`src/rtl/img_pkg.sv`:
```
// Shared image-pipeline constants: geometry, mode encodings and the pixel saturation level.
package img_pkg;

  localparam int IMG_W   = 64;
  localparam int PIX_W   = 8;
  localparam int SAT_MAX = 255;

  typedef enum logic {
    MODE_SOBEL = 1'b0,
    MODE_GAUSS = 1'b1
  } mode_e;

endpackage

```
`src/rtl/kernel_sum3.sv`:
```
// a + 2b + c on unsigned operands, purely combinational; result is IN_W+2 bits so it never overflows.
module kernel_sum3 #(
  parameter int IN_W = img_pkg::PIX_W
) (
  input  logic [IN_W-1:0] a,
  input  logic [IN_W-1:0] b,
  input  logic [IN_W-1:0] c,
  output logic [IN_W+1:0] y
);

  assign y = {2'b00, a} + {1'b0, b, 1'b0} + {2'b00, c};

endmodule

```
`src/rtl/sobel_stage.sv`:
```
// 3x3 Sobel magnitude or 1-2-1 Gaussian blur with optional binary threshold and raster coordinates.
// Fixed 3-cycle latency with no backpressure: in_valid=0 slots travel as bubbles and never stall.
module sobel_stage #(
  parameter int IMG_W = img_pkg::IMG_W,
  parameter int PIX_W = img_pkg::PIX_W
) (
  input  logic                     clk,
  input  logic                     rst,
  input  logic [PIX_W-1:0]         pix1,
  input  logic [PIX_W-1:0]         pix2,
  input  logic [PIX_W-1:0]         pix3,
  input  logic [PIX_W-1:0]         pix4,
  input  logic [PIX_W-1:0]         pix5,
  input  logic [PIX_W-1:0]         pix6,
  input  logic [PIX_W-1:0]         pix7,
  input  logic [PIX_W-1:0]         pix8,
  input  logic [PIX_W-1:0]         pix9,
  input  logic                     in_valid,
  input  logic                     mode,
  input  logic                     thr_en,
  input  logic [PIX_W-1:0]         thr,
  output logic [PIX_W-1:0]         pixelw,
  output logic                     out_valid,
  output logic [$clog2(IMG_W)-1:0] out_row,
  output logic [$clog2(IMG_W)-1:0] out_col,
  output logic                     frame_done
);
  import img_pkg::*;

  localparam int CW = $clog2(IMG_W);
  localparam int SW = PIX_W + 2;  // kernel_sum3 result / |G| width
  localparam int DW = PIX_W + 3;  // signed gradient and |Gx|+|Gy| width
  localparam logic [CW-1:0]    LAST = CW'(IMG_W - 1);
  localparam logic [PIX_W-1:0] SAT  = PIX_W'(SAT_MAX);

  // Row sums feed both Gy and the Gaussian; column sums feed Gx.
  logic [SW-1:0]      r1, r2, r3, c1, c3;
  logic [PIX_W+3:0]   g_sum;
  logic [PIX_W-1:0]   g_pix;
  logic [3:0]         g_frac_unused;

  kernel_sum3 #(.IN_W(PIX_W)) u_row1 (.a(pix1), .b(pix2), .c(pix3), .y(r1));
  kernel_sum3 #(.IN_W(PIX_W)) u_row2 (.a(pix4), .b(pix5), .c(pix6), .y(r2));
  kernel_sum3 #(.IN_W(PIX_W)) u_row3 (.a(pix7), .b(pix8), .c(pix9), .y(r3));
  kernel_sum3 #(.IN_W(PIX_W)) u_col1 (.a(pix1), .b(pix4), .c(pix7), .y(c1));
  kernel_sum3 #(.IN_W(PIX_W)) u_col3 (.a(pix3), .b(pix6), .c(pix9), .y(c3));
  kernel_sum3 #(.IN_W(SW))    u_gauss (.a(r1), .b(r2), .c(r3), .y(g_sum));

  assign {g_pix, g_frac_unused} = g_sum;

  function automatic logic [SW-1:0] mag(input logic [DW-1:0] x);
    return x[DW-1] ? (~x[SW-1:0] + SW'(1)) : x[SW-1:0];
  endfunction

  logic             v1, v2;
  mode_e            m1, m2;
  logic             te1, te2;
  logic [PIX_W-1:0] th1, th2;
  logic [DW-1:0]    gx1, gy1;
  logic [PIX_W-1:0] g1, g2;
  logic [SW-1:0]    ax2, ay2;

  // Datapath registers carry no reset; only the valid chain decides what reaches the output.
  always_ff @(posedge clk) begin
    gx1 <= {1'b0, c3} - {1'b0, c1};
    gy1 <= {1'b0, r3} - {1'b0, r1};
    g1  <= g_pix;
    m1  <= mode_e'(mode);
    te1 <= thr_en;
    th1 <= thr;
    ax2 <= mag(gx1);
    ay2 <= mag(gy1);
    g2  <= g1;
    m2  <= m1;
    te2 <= te1;
    th2 <= th1;
  end

  logic [DW-1:0]    sob_sum;
  logic [PIX_W-1:0] sob_pix, res, pix_next;

  always_comb begin
    sob_sum  = {1'b0, ax2} + {1'b0, ay2};
    sob_pix  = (sob_sum > DW'(SAT_MAX)) ? SAT : sob_sum[PIX_W-1:0];
    res      = (m2 == MODE_GAUSS) ? g2 : sob_pix;
    pix_next = res;
    if (te2) pix_next = (res >= th2) ? SAT : '0;
  end

  always_ff @(posedge clk) begin
    if (rst) begin
      v1        <= 1'b0;
      v2        <= 1'b0;
      out_valid <= 1'b0;
      pixelw    <= '0;
    end else begin
      v1        <= in_valid;
      v2        <= v1;
      out_valid <= v2;
      pixelw    <= v2 ? pix_next : '0;
    end
  end

  // Counters hold the coordinate of the result on the output and step after it is shown.
  always_ff @(posedge clk) begin
    if (rst) begin
      out_row <= '0;
      out_col <= '0;
    end else if (out_valid) begin
      if (out_col == LAST) begin
        out_col <= '0;
        out_row <= (out_row == LAST) ? '0 : out_row + CW'(1);
      end else begin
        out_col <= out_col + CW'(1);
      end
    end
  end

  assign frame_done = out_valid && (out_row == LAST) && (out_col == LAST);

endmodule

```
`config.mk`:
```
export PLATFORM = sky130hd
export DESIGN_NAME = sobel_stage
export DESIGN_NICKNAME = d
export VERILOG_FILES = /design/src/rtl/img_pkg.sv /design/src/rtl/kernel_sum3.sv /design/src/rtl/sobel_stage.sv
export SDC_FILE = /design/constraint.sdc
export NUM_CORES = 1
export LEC_CHECK = 0
export BUFFER_PORTS_ARGS = -buffer_cell sky130_fd_sc_hd__clkbuf_2
export CORE_AREA = 8 8 198 106
export CTS_CLUSTER_SIZE = 10
export DETAILED_ROUTE_END_ITERATION = 16
export DIE_AREA = 0 0 206 114
export SYNTH_ARGS = -nofsm -noshare
export SYNTH_HDL_FRONTEND = slang
export SYNTH_HIERARCHICAL = 1
export SYNTH_SLANG_ARGS = --single-unit
```
`constraint.sdc`:
```
create_clock -name clk -period 4.4 [get_ports clk]
set_input_delay 0 -clock clk [delete_from_list [all_inputs] [get_ports clk]]
set_output_delay 0 -clock clk [all_outputs]
set_load 0.02 [all_outputs]
```
; ---- Word-level counts from Yosys, hierarchy flattened
; Cells that the tools add are included.
; W data, S select, Z words.
[totals]
regBits = 101
output_inout_bits = 22
wordCells = 56
[classes]
n_addsub = 19
n_lt_le_gt_ge = 2
eq_ne = 2
n_mux = 8
bitwise_logic = 3
n_reduce_logical = 4
[ops]
columns = cell, count
row1 = $add A10 B8 Y10, 5
row2 = $add A8 B9 Y10, 5
row3 = $mux W8, 4
row4 = $sub A10 B10 Y11, 2
row5 = $add A10 B1 Y10 const B, 2
row6 = $mux W10, 2
row7 = $not A10 Y10, 2
row8 = $add A10 B11 Y12, 1
row9 = $add A12 B10 Y12, 1
row10 = $add A6 B1 Y6 const B, 2
row11 = $eq A6 B6 Y1 const B, 2
row12 = $mux W6, 2
row13 = $add A10 B10 Y11, 1
row14 = $gt A11 B8 Y1 const B, 1
row15 = $ge A8 B8 Y1, 1
row16 = $logic_and A1 B1 Y1, 2
row17 = $reduce_and A2 Y1, 1
row18 = $reduce_or A2 Y1, 1
row19 = $not A1 Y1, 1

; ---- Depth between registers and ports, before layout
; Gate-level depths: netlist of the first run.
[logic_depth]
ltp_word = 7
mapped_depth = 17

; ---- Modules after synthesis
; Netlist of the first run, hierarchy kept.
[modules_own_cells]
columns = mod, n_inst, cells_per_inst, area_each_um2, seq_area_each_um2
row1 = sobel_stage, 1, 421, 4204.0, 2021.9
row2 = kernel_sum3 at u_col1 ..., 4, 50, 493.0, 0.0
row3 = kernel_sum3 at u_gauss, 1, 67, 641.9, 0.0
row4 = kernel_sum3 at u_row3, 1, 50, 476.7, 0.0

; ---- Worst setup path before layout of the first run
; No wires, ideal clock.
[synth_timing]
kind = reg-to-reg
start = register ax2[0]
end = register pixelw[0]
setup_time_ns = 0.144
t_arrival_ns = 3.112
required_ns = 4.256
path_slack_ns = 1.144
stages_incl_launch_ff = 18
cell_sequence = dfxtp_1 -> ha_1 -> inv_1 -> fa_1 -> nor2b_1 -> o21a_1 -> a31o_1 -> o41ai_2 -> mux2_4 -> o22ai_1 -> ha_1 -> nand2b_1 -> a21o_1 -> a21o_1 -> a21oi_1 -> o21ai_0 -> o2111ai_1 -> o21ai_0
[synth_via]
elab_chain_cells = 7
[synth_rtl]
columns = element, line
row1 = "start, declared", sobel_stage.sv:61  ; logic [SW-1:0] ax2, ay2;
row2 = "start signal, assigned", sobel_stage.sv:71  ; ax2 <= mag(gx1);
row3 = $add A10 B10 Y11 *, sobel_stage.sv:83  ; sob_sum = {1'b0, ax2} + {1'b0, ay2};
row4 = $gt A11 B8 Y1, sobel_stage.sv:84  ; sob_pix = (sob_sum > DW'(SAT_MAX)) ? SAT : sob_sum[PIX_W-1:0];
row5 = $mux W8 *, sobel_stage.sv:84
row6 = $mux W8 *, sobel_stage.sv:85  ; res = (m2 == MODE_GAUSS) ? g2 : sob_pix;
row7 = $ge A8 B8 Y1, sobel_stage.sv:87  ; if (te2) pix_next = (res >= th2) ? SAT : '0;
row8 = $mux W8, sobel_stage.sv:87
row9 = $mux W8 *, sobel_stage.sv:87
row10 = "end signal, assigned", sobel_stage.sv:100  ; pixelw <= v2 ? pix_next : '0;
row11 = "end, declared", sobel_stage.sv:22  ; output logic [PIX_W-1:0] pixelw,
; Mark *: on every way between the ends. The rest lies on a longest branch, timed or not.
; A chain may end at the register's enable or synchronous reset.

; ---- Worst setup path in the final report of the first run
[layout_timing]
start = register ax2[0]
end = register pixelw[3]
; Same word-level chain as after synthesis.

==> results of run 1 <==
-- state kept, by name (all words and copies together), names as in the netlist --
register,count
th1,8
out_row,6
v2,1
te2,1
pixelw,8
m1,1
ay2,10
gx1,11
gy1,11
g2,8
te1,1
th2,8
v1,1
out_col,6
out_valid,1
g1,8
m2,1
ax2,10
-- through the flow --
step	setup WS, ns	util, %	area, um2	hold WS, ns	power, W
global placement	0.6892	44.90	8102	0.1027	0.004984
CTS	0.6251	47.05	8488	0.01372	0.005773
global route	0.3329	47.05	8488	0.04279	0.006314
floorplan	1.144	-	7282	0.02772	0.004169
finish	0.5872	47.05	8488	0.02089	0.005766
detailed placement	0.6460	44.90	8102	0.1040	0.004997
-- power by group through the flow --
stage | clock network (W) | registers [W] | logic (W)
2_1_floorplan | 0 | 0.00138 | 0.00279
3_3_place_gp | 0 | 0.00147 | 0.00351
3_5_place_dp | 0 | 0.00147 | 0.00353
6_report | 0.000733 | 0.00145 | 0.00358
4_1_cts | 0.000758 | 0.00145 | 0.00357
5_1_grt | 0.000794 | 0.00148 | 0.00404
-- final timing paths --
path	start	endpoint	slack, ns	cells past startpoint
worst max-delay path	ax2[0]	pixelw[3]	0.59	17
worst min-delay path	rst	out_row[4]	0.02	2
worst max register to register	ax2[0]	pixelw[3]	0.59	17
worst min register to register	g1[6]	g2[6]	0.33	0
-- cell usage in the layout, fill, tap and decap left out, drive strengths merged, types with 5 or more instances in the layout --
cell / count
o21bai: 5
dfxtp: 101
o21ai: 28
nor2: 34
or3: 8
xnor2: 52
fa: 53
o22ai: 7
nand2: 39
a21oi: 42
nand4: 7
ha: 98
clkbuf: 117
nor3: 13
nor4: 6
o31ai: 8
dlygate4sd3: 11
a21o: 18
a31oi: 5
nor2b: 16
nand3: 18
a311o: 6
nand2b: 12
o21a: 9
inv: 84
xor2: 21
-- critical path: cells and delay by family, from the launching register on --
| kind | cells | cell delay [ns] |
|---|---|---|
| AOI/OAI and AO/OA | 10 | 2.00 |
| buffers and inverters | 1 | 0.07 |
| adders and majority gates | 3 | 0.67 |
| and+or+nand+nor | 2 | 0.20 |
| DFF | 1 | 0.31 |
| muxes | 1 | 0.38 |
-- layout make-up --
type / count / share of cell area [%]
sequential: 101 / 23.82
inverter: 83 / 3.670
timing repair buffer: 117 / 7.547
multi-input combinational: 549 / 58.17
clock inverter: 5 / 0.3980
clock buffer: 11 / 2.860
tap: 240 / 3.538
-- metal layers --
| layer | share of wire [%] | vias to the layer above | global-route usage (%) |
|---|---|---|---|
| met2 | 33 | 158 | 19.28 |
| li1 | - | 2803 | - |
| met4 | 0.54 | 0 | 2.400 |
| met1 | 58 | 2549 | 26.70 |
| met5 | 0 | - | 0 |
| met3 | 8.0 | 10 | 4.584 |
-- repair_timing --
| item | 4_1_cts | 5_1_grt |
|---|---|---|
| endpoints found under the hold margin | 11 | 0 |
| hold buffers | 11 | 0 |
| setup endpoints to repair | 0 | 0 |
==> impl_metrics.tcl, run 1 <==
set metrics [dict create \
    status "finished clean" \
    coreArea_mm2 0.01804 \
    global_route_wire_length_before_repair_mm 29.65 \
    wl_per_cell_um 16.64 \
    crit_path_start_kind "register" \
    powerDensity_mw_per_mm2 679.4 \
    synth.cell_area_mm2 0.007282 \
    clkSlewWorstSetupHoldPaths_ns 0.07 \
    cts_buffer_depth 2 \
    cts_resized 0 \
    post-cts-setup-buffer-count 0 \
    maxCapViolCount 0 \
    power_frac_clock_pct 12.7 \
    synthToLayoutAreaGrowth_pct 16.56 \
    place_congestion 0.8965 \
    post-route-drc-count 0 \
    worstPathArrival_ns 3.98 \
    fin_worst_skew_ns 0.01114 \
    num_vias 5520 \
    rsz0062_at_grt "no" \
    final.fill_count 1766 \
    fp.dieArea_mm2 0.02348 \
    cts_root_buffer "clkbuf_16" \
    floorplan.initialDensity_pct 40.36 \
    slowest_stage "mux2_4" \
    multi_input_area_mm2 0.004937 \
    vias_cell 4.991 \
    ff_latch_area_mm2 0.002022 \
    report.final.slew_viol_count 0 \
    cellInternalPower_w 0.003308 \
    clock_tree_from_tritoncts "done" \
    global_route.overflow_total 0 \
    cts.htree.levels 3 \
    achievable_frequency_ghz 0.2623 \
    std_cell_rows 35 \
    die_width_um 206 \
    worst-endpoint-required_ns 4.56 \
    worst_supply_voltage_drop_on_vdd_mv 0.2968 \
    gr-usage-all-layers_pct 16.07 \
    portBuffers 106 \
    total_negative_setup_slacks_ns 0 \
    switching_share_pct 42.63 \
    period_needed_ns 3.813 \
    die_y_um 114 \
    worst-path-max-fanout 8 \
    setup_viol_count_final 0 \
    ant_nets 0 \
    layoutNonFillerInstCount 1106 \
    final_net_count 1097 \
    cts.sinks 101 \
    initialDrtViolationCount 382 \
    cts_buf_count 9 \
    crit_path_end_kind "register" \
    timing_worst_slew_pin_value_ns 0.5393 \
    finalHoldViolations 0 \
    synth.yosys.warnings 6 \
    finalWirelength_mm 18.41 \
    first_global_vias 5529 \
    total_leakage_power_nw 3.925 \
    post_synthesis_cells 736 \
    hp-class "input pin to register" \
    numPlacedInstances 1079 \
    estimated_wirelength_of_the_detail_placed_design_mm 16.07 \
    net_count_after_synthesis 972 \
    power_frac_seq_pct 25.1 \
    antenna_diode_count 0 \
    worstSkewPairLatency_ns 0.34 \
    post_route_cells_drive_above_1_share_pct 18.13 \
    p_switching_w 0.002458 \
    syn_area_per_cell_um2 9.894 \
    largest_net_degree_at_the_start_of_global_routing 17 \
    post-route-period-util_pct 86.65 \
    grt_antenna_before_repair 0 \
    design.portCount 107 \
    max_slew_margin_pct 63.92 \
    slowest_delay_ns 0.38 \
    drt_pass1_iterations 5 \
    crit_type "register to register" \
    pwr-share-comb_pct 62.2 \
    critical_path_cell_list "ha_1 -> inv_1 -> fa_1 -> nor2b_1 -> o21a_1 -> a31o_1 -> o41ai_2 -> mux2_4 -> o22ai_1 -> ha_1 -> nand2b_1 -> a21o_1 -> a21o_1 -> a21oi_1 -> o21ai_0 -> o2111ai_1 -> o21ai_0" \
]
Power figures use the tool's default switching activity.
==> inputs of run 2 (changes only) <==
--- a/config.mk
+++ b/config.mk
@@ -5,11 +5,12 @@
 export SDC_FILE = /design/constraint.sdc
 export NUM_CORES = 1
 export LEC_CHECK = 0
+export ABC_AREA = 1
 export BUFFER_PORTS_ARGS = -buffer_cell sky130_fd_sc_hd__clkbuf_2
-export CORE_AREA = 8 8 198 106
+export CORE_AREA = 8 8 208 111
 export CTS_CLUSTER_SIZE = 10
 export DETAILED_ROUTE_END_ITERATION = 16
-export DIE_AREA = 0 0 206 114
+export DIE_AREA = 0 0 216 119
 export SYNTH_ARGS = -nofsm -noshare
 export SYNTH_HDL_FRONTEND = slang
 export SYNTH_HIERARCHICAL = 1
==> impl_metrics.tcl, run 2 <==
set metrics [dict create \
    achievable_frequency_ghz 0.2968 \
    number_of_cells_on_the_worst_hold_path 4 \
    wl_per_cell_um 14.72 \
    initialDrtViolationCount 480 \
    fin_worst_skew_ns 0.003390 \
    rsz0062_at_grt "no" \
    fp.dieArea_mm2 0.02570 \
    synth.cell_area_mm2 0.008056 \
    largestRegisters "gx1 x11, gy1 x11" \
    post_route_cells_drive_above_1_share_pct 18.02 \
    max_slew_margin_pct 67.92 \
    cts_buf_count 9 \
    crit_path_start_kind "register" \
    grt_antenna_before_repair 1 \
    coreArea_mm2 0.02009 \
    vias_cell 4.651 \
    drt_pass1_iterations 5 \
    die_y_um 119 \
    hold_end "gx1[0]" \
    place_congestion 0.8928 \
    r2r_slack_ns 1.03 \
    floorplan.initialDensity_pct 40.10 \
    timing.rr.end "pixelw[5]" \
    reg2reg_depth 20 \
    timing_worst_slew_pin_value_ns 0.4762 \
    timing.rr.start "ax2[0]" \
    period_needed_ns 3.370 \
    finalHoldViolations 0 \
    post-route-drc-count 0 \
    clock_tree_from_tritoncts "done" \
    global_route.overflow_total 0 \
    total_negative_setup_slacks_ns 0 \
    worst_supply_voltage_drop_on_vdd_mv 0.3673 \
    estimated_wirelength_of_the_detail_placed_design_mm 18.37 \
    total_power_w 0.006498 \
    num_vias 6591 \
    maxCapViolCount 0 \
    mostFrequentLayoutCells "nand2_1, inv_1, clkbuf_2" \
    global_route_wire_length_before_repair_mm 33.67 \
    hp-class "input pin to register" \
    layoutNonFillerInstCount 1417 \
    ant_nets 0 \
    cts_root_buffer "clkbuf_16" \
    final_net_count 1374 \
    report.final.slew_viol_count 0 \
    worst-path-max-fanout 8 \
    powerDensity_mw_per_mm2 690.9 \
    syn_area_per_cell_um2 7.985 \
    post-cts-setup-buffer-count 0 \
    worstSkewPairLatency_ns 0.34 \
    clkSlewWorstSetupHoldPaths_ns 0.07 \
    cts.sinks 101 \
    design.portCount 107 \
    portBuffers 106 \
    gr-usage-all-layers_pct 16.23 \
    layout_commonest_cell "nand2_1" \
    largest_net_degree_at_the_start_of_global_routing 17 \
    post-route-period-util_pct 76.58 \
    worst-endpoint-required_ns 4.66 \
    numPlacedInstances 1387 \
    die_width_um 216 \
    worstPathArrival_ns 3.63 \
    net_count_after_synthesis 1245 \
    worst_hold_startpoint "pix1[0]" \
    total_leakage_power_nw 4.953 \
    post_synthesis_cells 1009 \
    crit_path_end_kind "register" \
    synth.yosys.warnings 6 \
    cts.htree.levels 3 \
    cts_buffer_depth 2 \
    finalWirelength_mm 20.86 \
    synthToLayoutAreaGrowth_pct 16.74 \
    crit_type "register to register" \
    first_global_vias 6340 \
    setup_viol_count_final 0 \
    status "finished clean" \
    std_cell_rows 37 \
]
run 2: critical path, stage by stage, from the launching register on:
cell and delay (ns):
dfxtp_1 0.34, ha_1 0.23, inv_1 0.07, fa_1 0.41, inv_1 0.14, nand3_1 0.19
nand2_4 0.14, nand2_2 0.06, nand3_2 0.08, nand2_4 0.07, nor2_8 0.17, nand3_2 0.11
nand2_1 0.07, inv_1 0.04, ha_1 0.29, nand2_1 0.09, nor2_1 0.17, nand4_1 0.12
o2111ai_1 0.11, nand2_1 0.20, a21oi_1 0.21
run 2: worst max path at each step:
stage | from | end | slack, ns | cells after the start
final | ax2[0] | pixelw[5] | 1.03 | 20
after detailed placement | pix1[1] | g1[6] | 1.01 | 18
after CTS | ax2[0] | pixelw[5] | 1.05 | 20
after global placement | pix1[1] | g1[6] | 1.04 | 18
after global routing | ax2[0] | pixelw[1] | 0.79 | 20
after floorplan | pix1[1] | g1[6] | 1.50 | 17
run 2: layout make-up:
class	instances	area, um2
repair buffers	119	660.6
clock buffers	10	239.0
flip-flops and latches	101	2022
diodes	1	2.502
fillers	2031	10690
multi-input cells	739	5398
clock inverters	6	108.9
inverters	168	633.1
well taps	273	341.6
run 2: stage by stage:
step	cell area [um2]	hold slack [ns]	util (%)	setup WS [ns]
final	9405	0.08044	46.81	1.030
after global routing	9405	0.09904	46.81	0.7899
after CTS	9403	0.07838	46.80	1.053
after detailed placement	8925	0.1040	44.42	1.007
after global placement	8925	0.1026	44.42	1.036
after floorplan	8056	0.02772	-	1.502
run 2: power breakdown:
part | total [W] | leakage [nW] | switching [W] | internal (W)
clock | 0.000910 | 0.173 | 0.000339 | 0.000571
combinational | 0.00417 | 3.94 | 0.00258 | 0.00159
sequential | 0.00142 | 0.844 | 0.000172 | 0.00125
run 2: per-layer routing:
metal,routed length (um),global-route usage (%)
met5,0,0
met4,109,1.556
met3,1716,4.725
met2,7210,20.67
met1,11820,26.41
run 2: repair_timing:
action / CTS / global route
hold buffers: 13 / 0
endpoints found under the hold margin: 16 / 0
gates resized for setup: 0 / 0
